--- config.mk ---
export PLATFORM = sky130hd
export DESIGN_NAME = fpu_sp_divider
export DESIGN_NICKNAME = d
export VERILOG_FILES = /design/src/rtl/fpu_sp_pkg.sv /design/src/rtl/fpu_sp_div_core.sv /design/src/rtl/fpu_sp_divider.sv
export SDC_FILE = /design/constraint.sdc
export NUM_CORES = 1
export LEC_CHECK = 0
export ABC_AREA = 1
export BUFFER_PORTS_ARGS = -buffer_cell sky130_fd_sc_hd__buf_2
export CAP_MARGIN = 20
export CORE_UTILIZATION = 45
export CTS_CLUSTER_DIAMETER = 100
export DETAILED_ROUTE_END_ITERATION = 8
export GPL_ROUTABILITY_DRIVEN = 0
export SYNTH_ARGS = -nofsm -noshare
export SYNTH_HDL_FRONTEND = slang
export SYNTH_HIERARCHICAL = 1
export SYNTH_SLANG_ARGS = --single-unit
--- constraint.sdc ---
create_clock -name clk -period 6.6 [get_ports clk]
set_clock_uncertainty 0.2 [all_clocks]
set_input_delay 0.66 -clock clk [delete_from_list [all_inputs] [get_ports clk]]
set_output_delay 0.66 -clock clk [all_outputs]
set_load 0.1 [all_outputs]
--- src/rtl/fpu_sp_pkg.sv ---
// Shared constants and FSM encoding for the single-precision divider.
package fpu_sp_pkg;

    localparam int unsigned BIAS    = 127;
    localparam int unsigned EXP_MAX = 255;
    localparam int unsigned MANT_W  = 24;
    localparam int unsigned QUOT_W  = 25;

    localparam logic [31:0] QNAN = 32'h7FC00000;

    typedef enum logic [1:0] {
        StIdle,
        StDivide,
        StNorm,
        StDone
    } state_e;

endpackage

--- src/rtl/fpu_sp_div_core.sv ---
// Restoring radix-2 mantissa divider: QUOT_W quotient bits of (ma << 24) / mb, one per cycle.
module fpu_sp_div_core
    import fpu_sp_pkg::*;
(
    input  logic              clk,
    input  logic              rst_n,
    input  logic              start_i,
    input  logic [MANT_W-1:0] ma_i,
    input  logic [MANT_W-1:0] mb_i,
    output logic              busy_o,
    output logic              done_o,
    output logic [QUOT_W-1:0] quot_o
);

    logic [QUOT_W-1:0] rem_q, rem_d;
    logic [QUOT_W-1:0] quot_q, quot_d;
    logic [MANT_W-1:0] mb_q, mb_d;
    logic [4:0]        cnt_q, cnt_d;
    logic              busy_q, busy_d;
    logic              q_bit;
    logic [QUOT_W-1:0] diff;

    assign busy_o = busy_q;
    assign quot_o = quot_q;
    // High during the cycle whose edge shifts in the final quotient bit.
    assign done_o = busy_q && (cnt_q == 5'(QUOT_W - 1));

    always_comb begin
        q_bit  = rem_q >= {1'b0, mb_q};
        diff   = rem_q - {1'b0, mb_q};
        rem_d  = rem_q;
        quot_d = quot_q;
        mb_d   = mb_q;
        cnt_d  = cnt_q;
        busy_d = busy_q;
        if (start_i) begin
            rem_d  = {1'b0, ma_i};
            mb_d   = mb_i;
            quot_d = '0;
            cnt_d  = '0;
            busy_d = 1'b1;
        end else if (busy_q) begin
            // Remainder stays below mb, so the doubled value never exceeds QUOT_W bits.
            rem_d  = (q_bit ? diff : rem_q) << 1;
            quot_d = {quot_q[QUOT_W-2:0], q_bit};
            if (done_o) begin
                cnt_d  = '0;
                busy_d = 1'b0;
            end else begin
                cnt_d = cnt_q + 5'd1;
            end
        end
    end

    always_ff @(posedge clk or negedge rst_n) begin
        if (!rst_n) begin
            rem_q  <= '0;
            quot_q <= '0;
            mb_q   <= '0;
            cnt_q  <= '0;
            busy_q <= 1'b0;
        end else begin
            rem_q  <= rem_d;
            quot_q <= quot_d;
            mb_q   <= mb_d;
            cnt_q  <= cnt_d;
            busy_q <= busy_d;
        end
    end

endmodule

--- src/rtl/fpu_sp_divider.sv ---
// IEEE-754 single-precision divider: flush-to-zero inputs, truncating, valid/ready handshake.
module fpu_sp_divider
    import fpu_sp_pkg::*;
#(
    parameter int unsigned WIDTH = 32
) (
    input  logic             clk,
    input  logic             rst_n,
    input  logic             in_valid,
    output logic             in_ready,
    input  logic [WIDTH-1:0] A,
    input  logic [WIDTH-1:0] B,
    output logic             out_valid,
    input  logic             out_ready,
    output logic [WIDTH-1:0] result,
    output logic             overflow,
    output logic             underflow,
    output logic             div_by_zero,
    output logic             invalid
);

    state_e            state_q, state_d;
    logic              sign_q, sign_d;
    logic signed [9:0] exp_q, exp_d;
    logic [WIDTH-1:0]  result_q, result_d;
    logic [3:0]        flags_q, flags_d;  // {overflow, underflow, div_by_zero, invalid}
    logic              a_zero, b_zero, start;
    logic signed [9:0] norm_exp;
    logic [22:0]       norm_mant;
    logic              core_busy, core_done;
    logic [QUOT_W-1:0] quot;

    assign a_zero = (A[30:23] == 8'd0);
    assign b_zero = (B[30:23] == 8'd0);
    assign start  = in_valid && (state_q == StIdle) && !a_zero && !b_zero;

    fpu_sp_div_core u_core (
        .clk     (clk),
        .rst_n   (rst_n),
        .start_i (start),
        .ma_i    ({1'b1, A[22:0]}),
        .mb_i    ({1'b1, B[22:0]}),
        .busy_o  (core_busy),
        .done_o  (core_done),
        .quot_o  (quot)
    );

    assign norm_exp  = quot[QUOT_W-1] ? exp_q : exp_q - 10'sd1;
    assign norm_mant = quot[QUOT_W-1] ? quot[23:1] : quot[22:0];

    always_comb begin
        state_d  = state_q;
        sign_d   = sign_q;
        exp_d    = exp_q;
        result_d = result_q;
        flags_d  = flags_q;
        unique case (state_q)
            StIdle: begin
                if (in_valid) begin
                    sign_d = A[31] ^ B[31];
                    if (b_zero && !a_zero) begin
                        result_d = {sign_d, 8'hFF, 23'd0};
                        flags_d  = 4'b0010;
                        state_d  = StDone;
                    end else if (a_zero && b_zero) begin
                        result_d = QNAN;
                        flags_d  = 4'b0001;
                        state_d  = StDone;
                    end else if (a_zero) begin
                        result_d = {sign_d, 31'd0};
                        flags_d  = 4'b0000;
                        state_d  = StDone;
                    end else begin
                        exp_d   = $signed({2'b00, A[30:23]}) - $signed({2'b00, B[30:23]})
                                  + $signed(10'(BIAS));
                        state_d = StDivide;
                    end
                end
            end
            StDivide: begin
                if (core_done) begin
                    state_d = StNorm;
                end else if (!core_busy) begin
                    state_d = StIdle;
                end
            end
            StNorm: begin
                state_d = StDone;
                if (norm_exp >= $signed(10'(EXP_MAX))) begin
                    result_d = {sign_q, 8'hFF, 23'd0};
                    flags_d  = 4'b1000;
                end else if (norm_exp <= 10'sd0) begin
                    result_d = {sign_q, 31'd0};
                    flags_d  = 4'b0100;
                end else begin
                    result_d = {sign_q, norm_exp[7:0], norm_mant};
                    flags_d  = 4'b0000;
                end
            end
            StDone: begin
                if (out_ready) begin
                    state_d = StIdle;
                end
            end
            default: state_d = StIdle;
        endcase
    end

    always_ff @(posedge clk or negedge rst_n) begin
        if (!rst_n) begin
            state_q  <= StIdle;
            sign_q   <= 1'b0;
            exp_q    <= '0;
            result_q <= '0;
            flags_q  <= '0;
        end else begin
            state_q  <= state_d;
            sign_q   <= sign_d;
            exp_q    <= exp_d;
            result_q <= result_d;
            flags_q  <= flags_d;
        end
    end

    assign in_ready    = (state_q == StIdle);
    assign out_valid   = (state_q == StDone);
    assign result      = result_q;
    assign overflow    = flags_q[3];
    assign underflow   = flags_q[2];
    assign div_by_zero = flags_q[1];
    assign invalid     = flags_q[0];

endmodule

==> metrics.md, run 1 <==
| Metric | Value |
|---|---|
| Number of global-route vias before repair | 7356 |
| Top FF cell, synth | dfrtp_1 |
| CTS clock-pin slew for the worst setup and hold paths | 60 ps |
| Unique masters post-synth | 48 |
| Die Height | 139 um |
| IO Pins | 106 |
| Routed WL per cell | 13.3 um |
| Die W | 139 um |
| Detailed-placement wirelength estimate | 15000 um |
| Synth area leader | dfrtp_1 |
| Syn Inst Count | 1192 |
| Peak Freq | 306 MHz |
| Max_cap viols | 0 |
| Area grow syn2layout | 15.8% |
| Fin crit share | 0.496 |
| CP max stage delay | 660 ps |
| Bufs on Longest Clock Path | 2 |
| Yosys warnings | 6 |
| Max-slew violation count | 0 |
| First-pass GRT wire length | 35400 um |
| Routed wire length | 20300 um |
| Ant. Diodes | 0 |
| Nature of the critical path startpoint | flop |
| Hold Violations, Final | 0 |
| DR vias/cell | 4.98 |
| Failing checks | design-rule violations |
| Root Driver | clkbuf_16 |
| DRC errors left | 11 |
| Hold WC Path Type | in -> async |
| Routed Antenna Nets | 0 |
| Synth async-reset ratio | 1.00 |
| Crit path cell chain | nor2_1, inv_1, nor3_1, nand2_1, inv_2, buf_4, nor2_2, inv_1, a21oi_1, nor2_1 |
| Core footprint | 0.0181 mm^2 |
| H-Tree Depth | 4 |
| RSZ-0062 raised after global routing | no |
| RR Startpoint | state_q[0]$_DFFE_PN0P_ |
| Avg Cell Area, Syn | 7.04 um^2 |
| Yosys top cell area share | 0.385 |
| GRT overflow | 0 |
| Die area | 0.0192 mm^2 |
| Setup violations, final | 0 |
| Final Critical Period | 3270 ps |
| Least-Margin Pin Slew | 1060 ps |
| Vias after detailed routing | 7610 |
| CP delay by family, top | buffers and inverters |
| Status | finished with violations |
| Initial core utilization | 0.463 |
| Post-CTS setup buffers | 0 |
| Post-synth EDFFs | 0 |
| Antenna violations before repair | 0 |
| Worst setup EP type | flop |
| Clock latency on the worst-skew pair | 420 ps |
| Hold buffer count at cts | 0 |
| Worst Path Arrival | 3420 ps |
| CP max-delay cell | inv_1 |
| Resized Gates After CTS | 0 |
| Port Buf Inserts | 105 |
| Cells on worst reg2reg path | 10 |
| Max-Slew Margin vs Limit | 0.290 |
| Rows | 49 |
| Layout cell share with drive strength beyond 1 | 0.152 |
| Clock tree from TritonCTS | built |
| Worst path buffer plus inverter count | 4 |
| Largest net degree at the start of global routing | 84 |
| CP max FO | 83 |
| Mapped Area | 0.00839 mm^2 |
| Worst r2r dst | u_core/cnt_q[2]$_DFFE_PN0P_ |
| Reg2reg setup slack | 3330 ps |
| Sink Count | 129 |
| Iteration-0 DRC Markers | 465 |
| Detailed Routing Iterations Pass 1 | 7 |
| Gr usage total | 0.227 |
| FF+latch count, synth | 129 |
| Fin nets | 1393 |
| TNS Setup | 0 ps |
| Sequential fraction of the synthesis area | 0.385 |
| Synth area leaders | dfrtp_1, nand2_1, inv_1 |
| Fin Hold WS | 59.5 ps |
| WP data required | 6750 ps |
| Crit Path Category | reg -> reg |
| CTS Buf Count | 17 |
## worst max-delay path by stage
stage                                       from                            end  slack, ps  depth (start not counted)
after floorplan           state_q[0]$_DFFE_PN0P_  u_core/quot_o[10]$_DFFE_PN0P_       2610                         12
after global placement                     A[27]         result[26]$_DFFE_PN0P_       3020                         11
after detailed placement                   A[27]         result[27]$_DFFE_PN0P_       2950                         11
after CTS                 state_q[0]$_DFFE_PN0P_    u_core/cnt_q[2]$_DFFE_PN0P_       3280                         10
after global routing      state_q[0]$_DFFE_PN0P_    u_core/cnt_q[1]$_DFFE_PN0P_       2870                          9
final                     state_q[0]$_DFFE_PN0P_    u_core/cnt_q[2]$_DFFE_PN0P_       3330                         10
## worst register-to-register path: stages (launching register included)
cell	delay, ps
dfrtp_1	420
nor2_1	220
inv_1	90
nor3_1	290
nand2_1	250
inv_2	100
buf_4	580
nor2_2	110
inv_1	660
a21oi_1	140
nor2_1	140
## through the flow
step / area [um^2] / cells / util / setup slack [ps]
final: 9720 / 1529 / 0.536 / 3330
after global routing: 9720 / 1529 / 0.536 / 2870
after CTS: 9720 / 1529 / 0.536 / 3280
after detailed placement: 9070 / 1497 / 0.500 / 2950
after global placement: 9070 / 1497 / 0.500 / 3020
after floorplan: 8400 / 1193 / - / 2610
## flip-flops by register name, summed over array words and instances (netlist names)
register       flops
exp_q             10
u_core/rem_q      25
result            32
flags_q            4
sign_q             1
u_core/cnt_q       5
state_q            2
u_core/mb_q       24
u_core/quot_o     25
u_core/busy_o      1
## area by class of cell
type                       instances  area (um^2)
timing repair buffer             109          562
multi-input combinational        851         4320
inverter                         179          677
clock inverter                    15          220
sequential                       129         3230
tap                              229          287
clock buffer                      17          425
fill                            1821         8430
## cells in the mapped netlist, types with 3 or more instances
master	number
nand4_1	16
o21ai_0	57
nor3_1	6
xnor2_1	12
buf_4	3
a31oi_1	4
clkbuf_1	22
nand3_2	3
buf_2	4
nand3_1	72
xor2_1	7
o21ai_1	16
inv_2	10
a22oi_1	19
or2_2	12
buf_6	4
dfrtp_1	129
nand2_1	398
nand2_2	12
nor2_1	84
nor2_2	3
inv_1	168
nand3b_1	5
o22ai_1	23
ha_1	36
nor2_4	3
a21oi_1	36
## kinds of logic after synthesis
kind of cell,count (synthesis),share of synthesized area
buffers and inverters,213,0.101
AO/OA/AOI/OAI,169,0.117
flip-flops,129,0.385
other,1,0.000447
AND/OR/NAND/NOR,623,0.319
XOR/XNOR,19,0.0198
adder cells (fa/ha/maj),38,0.0584
## layer usage
metal	vias to the layer above	share of wire	track usage	wire [um]
met3	17	0.030	0.0394	616
met1	3469	0.49	0.299	9880
met4	0	0.010	0.0609	212
met5	-	0	0	0
li1	3985	-	-	-
met2	139	0.47	0.384	9620
## placed cells by master (no fill, tap or decap), drive strengths merged, types with 7 or more instances in the layout
master	n
nor3	8
o21ai	74
nand4	17
dfrtp	129
clkbuf	17
a22oi	19
ha	36
xnor2	12
buf	109
xor2	7
or2	14
nand2	410
inv	185
o22ai	23
a21oi	39
nor2	91
nand3	77
Power of run 1 is left out: the tool's default activity adds up to more than one toggle a clock period on the data nets, which glitch-free logic cannot reach.
==> run 2: changes to the inputs <==
- clock period: 6.6 -> 3.4 ns (I/O delays scaled with it)
==> run 2 against run 1 <==
The flow still finishes with violations (design-rule violations); clock-buffer cell count unchanged; non-clock buffer count rose by 56; worst setup slack got worse by 2600 ps; die area stayed put; global-route usage is 0.50 points higher; cell area grew 5.7%; wire length grew 3.3%; sequential share of layout area down 1.8 points; via count rose by 2.7%; critical path type unchanged; highest routed layer unchanged.
==> metrics.md, run 2 (synthesis results as in run 1) <==
| Metric | Value |
|---|---|
| Status | finished with violations |
| Failing checks | design-rule violations |
| Rows | 49 |
| Max_cap viols | 0 |
| Clock tree from TritonCTS | built |
| Initial core utilization | 0.463 |
| CTS Buf Count | 17 |
| Gr usage total | 0.232 |
| Max-Slew Margin vs Limit | 0.511 |
| Sink Count | 129 |
| Detailed Routing Iterations Pass 1 | 7 |
| TNS Setup | 0 ps |
| RSZ-0062 raised after global routing | no |
| Worst setup EP type | flop |
| First-pass GRT wire length | 36000 um |
| Die W | 139 um |
| Routed wire length | 21000 um |
| Largest net degree at the start of global routing | 79 |
| Setup violations, final | 0 |
| Max-slew violation count | 0 |
| Peak Freq | 370 MHz |
| CP max FO | 27 |
| CTS clock-pin slew for the worst setup and hold paths | 60 ps |
| Resized Gates After CTS | 0 |
| IO Pins | 106 |
| Die area | 0.0192 mm^2 |
| Nature of the critical path startpoint | flop |
| Hold Violations, Final | 0 |
| Final WS setup | 697 ps |
| GRT overflow | 0 |
| Worst r2r dst | u_core/rem_q[5]$_DFFE_PN0P_ |
| Worst Path Arrival | 2800 ps |
| Max reg flops | 32 |
| Area grow syn2layout | 22.4% |
| Antenna violations before repair | 0 |
| Crit Path Category | reg -> reg |
| Most frequent cells in the layout | nand2_1, inv_1, dfrtp_1, buf_2, nor2_1 |
| Commonest non-fill, non-tap cell in the layout | nand2_1 |
| DR vias/cell | 4.93 |
| Clock latency on the worst-skew pair | 420 ps |
| Core footprint | 0.0181 mm^2 |
| Routed Antenna Nets | 0 |
| Ant. Diodes | 0 |
| Layout cell share with drive strength beyond 1 | 0.153 |
| Least-Margin Pin Slew | 734 ps |
| Root Driver | clkbuf_16 |
| Port Buf Inserts | 105 |
| Placed cell areas | 0.00917 mm^2 |
| Cell area after layout | 0.0103 mm^2 |
| Number of global-route vias before repair | 7588 |
| Crit path capture | u_core/rem_q[5]$_DFFE_PN0P_ |
| Fin crit share | 0.795 |
| DRC errors left | 16 |
| Routed WL per cell | 13.2 um |
| Iteration-0 DRC Markers | 422 |
| Detailed-placement wirelength estimate | 15400 um |
| Reg2reg setup slack | 700 ps |
| Hold WC Path Type | in -> reg |
| Bufs on Longest Clock Path | 2 |
| Crit path from | u_core/rem_q[9]$_DFFE_PN0P_ |
| Die Height | 139 um |
| Final Critical Period | 2700 ps |
| H-Tree Depth | 4 |
| WP data required | 3500 ps |
| RR Startpoint | u_core/rem_q[9]$_DFFE_PN0P_ |
| Cells on worst reg2reg path | 11 |
| Dpl ws | 549 ps |
| Vias after detailed routing | 7817 |
| Fin nets | 1449 |
run 2: what timing repair did:
item | CTS | global route
setup endpoints to repair | 0 | 0
hold buffers | 46 | 0
hold endpoints to repair | 122 | 0
setup buffers | 0 | 0
run 2: critical path: stages (launching register included):
cell and delay (ps):
dfrtp_1 390, ha_1 370, nand2_1 140, nor2_2 240, nand2_1 130, nor3_2 170
nand2_2 150, nand3_4 300, buf_4 270, nand2_1 60, o21ai_0 80, o21ai_1 80
run 2: metal layers:
metal  wire length (um)  part of all wire  track usage  vias to the layer above
met2               9990              0.48        0.393                      159
met5                  0                 0            0                        -
met1               9960              0.47        0.301                     3534
met3                706             0.034       0.0418                       27
li1                   -                 -            -                     4097
met4                348             0.017       0.0716                        0
run 2: worst min path at each step:
stage,startpoint,to,slack (ps),depth (start not counted)
6_report,A[19],u_core/rem_q[19]$_DFFE_PN0P_,80,5
5_1_grt,A[19],u_core/rem_q[19]$_DFFE_PN0P_,80,5
4_1_cts,A[19],u_core/rem_q[19]$_DFFE_PN0P_,70,5
3_5_place_dp,rst_n,result[26]$_DFFE_PN0P_,230,1
3_3_place_gp,rst_n,result[26]$_DFFE_PN0P_,230,1
2_1_floorplan,rst_n,exp_q[0]$_DFFE_PN0P_,-160,0
run 2: final cells by class:
type                    instances  area [um^2]
clock buffers                  17          425
clock inverters                15          220
inverters                     179          677
well taps                     229          287
repair buffers                165         1110
multi-input cells             851         4330
fillers                      1779         7870
flip-flops and latches        129         3230
run 2: per-stage QoR:
step / util / hold slack (ps) / cells
3_3_place_gp: 0.505 / 231 / 1507
2_1_floorplan: - / -156 / 1193
6_report: 0.566 / 77.1 / 1585
4_1_cts: 0.566 / 66.9 / 1585
3_5_place_dp: 0.505 / 231 / 1507
5_1_grt: 0.566 / 84.7 / 1585
Power of run 2 is left out for the same reason.
==> run 3: changes to the inputs <==
- clock period: 3.4 -> 2.65 ns (I/O delays scaled with it)
==> run 3 against run 2 <==
The run still ends with design-rule violations left; non-clock buffer count grew 16; first-iteration DRC count shrank 14%; worst hold slack got worse by 62 ps; cell area increased by 1.5%; critical path type unchanged; highest routed layer unchanged.
==> metrics.md, run 3 (synthesis results as in run 1) <==
| Metric | Value |
|---|---|
| Detailed Routing Iterations Pass 1 | 9 |
| Number of global-route vias before repair | 7554 |
| First-pass GRT wire length | 36200 um |
| Status | finished with violations |
| Most frequent cells in the layout | nand2_1, inv_1, dfrtp_1, buf_2, nor2_1 |
| Clock tree from TritonCTS | built |
| Routed WL per cell | 13.2 um |
| Fin util | 0.575 |
| Gr usage total | 0.231 |
| Die Height | 139 um |
| Final Critical Period | 2490 ps |
| Die W | 139 um |
| CP max FO | 24 |
| DRC errors left | 9 |
| GRT overflow | 0 |
| Die area | 0.0192 mm^2 |
| Clock latency on the worst-skew pair | 420 ps |
| Max reg flops | 32 |
| Hold Violations, Final | 0 |
| Least-Margin Pin Slew | 586 ps |
| Port Buf Inserts | 105 |
| Antenna violations before repair | 0 |
| DR vias/cell | 4.92 |
| Core footprint | 0.0181 mm^2 |
| RSZ-0062 raised after global routing | no |
| TNS Setup | 0 ps |
| Fin Hold WS | 14.7 ps |
| Setup violations, final | 0 |
| Detailed-placement wirelength estimate | 15500 um |
| Routed wire length | 21200 um |
| Max_cap viols | 0 |
| H-Tree Depth | 4 |
| Tot Pwr | 0.0158 W |
| Max-slew violation count | 0 |
| IO Pins | 106 |
| Sink Count | 129 |
| Ant. Diodes | 0 |
| CTS clock-pin slew for the worst setup and hold paths | 60 ps |
| Peak Freq | 402 MHz |
| Failing checks | design-rule violations |
| Max VDD drop | 0.686 mV |
| CTS Buf Count | 17 |
| Area grow syn2layout | 24.3% |
| Leakage power total | 5.56 nW |
| Largest net degree at the start of global routing | 55 |
| Commonest non-fill, non-tap cell in the layout | nand2_1 |
| Worst Path Arrival | 2580 ps |
| Layout cell share with drive strength beyond 1 | 0.165 |
| Rows | 49 |
| Root Driver | clkbuf_16 |
| Hold WC Path Type | in -> async |
| WP data required | 2740 ps |
| Fin crit share | 0.940 |
| Vias after detailed routing | 7874 |
| Iteration-0 DRC Markers | 363 |
| Bufs on Longest Clock Path | 2 |
| Initial core utilization | 0.463 |
| Routed Antenna Nets | 0 |
| Pwr Density | 1520 mW/mm^2 |
| Max-Slew Margin vs Limit | 0.610 |
| Nature of the critical path startpoint | flop |
| Fin nets | 1466 |
| Crit Path Category | reg -> reg |
| Worst setup EP type | flop |
## run 3: cell count changes in the layout (fill, tap and decap cells not counted), sizes merged
cell         before  now
buf             119  131
clkinv            3    7
dlygate4sd3      46   50
inv             186  182
bufinv            4    3
clkinvlp          1    2
nand3            77   78
## run 3: layout make-up
type                    count  area [um^2]
clock inverters            15          181
inverters                 179          677
multi-input cells         852         4390
clock buffers              17          425
flip-flops and latches    129         3230
repair buffers            181         1250
well taps                 229          287
fillers                  1785         7710
## run 3: through the flow
| step | area, um^2 | setup slack (ps) | std cells |
|---|---|---|---|
| 2_1_floorplan | 8440 | 22.1 | 1193 |
| 3_3_place_gp | 9250 | 161 | 1515 |
| 3_5_place_dp | 9250 | 143 | 1515 |
| 4_1_cts | 10400 | 116 | 1597 |
| 5_1_grt | 10400 | 1.55 | 1602 |
| 6_report | 10400 | 160 | 1602 |
## run 3: repair_timing
action / CTS / global route
buffers inserted: 0 / 4
setup endpoints to repair: 0 / 16
resized for setup: 0 / 4
hold endpoints to repair: 178 / 0
hold buffers: 50 / 0
## run 3: worst max-delay path, cell delays in order (launching register included)
cell and delay [ps]:
dfrtp_1 390, ha_1 370, nand2_1 90, nand2_1 100, a21oi_2 160, nand2_2 120, a21oi_4 230, nand3_4 190
buf_12 210, o21ai_0 200, o21ai_1 80
## run 3: path summary, 6_finish.rpt
path / startpoint / to / slack, ps / cells after the start
worst max register to register: u_core/rem_q[16]$_DFFE_PN0P_ / u_core/rem_q[6]$_DFFE_PN0P_ / 160 / 10
min in group clk: A[31] / result[31]$_DFFE_PN0P_ / 90 / 5
worst max-delay path: u_core/rem_q[16]$_DFFE_PN0P_ / u_core/rem_q[6]$_DFFE_PN0P_ / 160 / 10
worst min register to register: result[3]$_DFFE_PN0P_ / result[3]$_DFFE_PN0P_ / 270 / 2
worst min-delay path: rst_n / flags_q[1]$_DFFE_PN0P_ / 10 / 2
max in group asynchronous: rst_n / u_core/mb_q[17]$_DFFE_PN0P_ / 1430 / 3
## run 3: power by group
group	total, W	internal, W	switching [W]
Combinational	0.00994	0.00327	0.00667
Sequential	0.00343	0.00286	0.000572
Clock	0.00245	0.00149	0.000957
## run 3: layer usage
layer	track usage	vias to the layer above	share of wire
met1	0.313	3552	0.49
met5	0	-	0
met4	0.0704	0	0.015
li1	-	4134	-
met3	0.0352	28	0.033
met2	0.381	160	0.46
No activity file was read; power rests on OpenSTA's default activity.
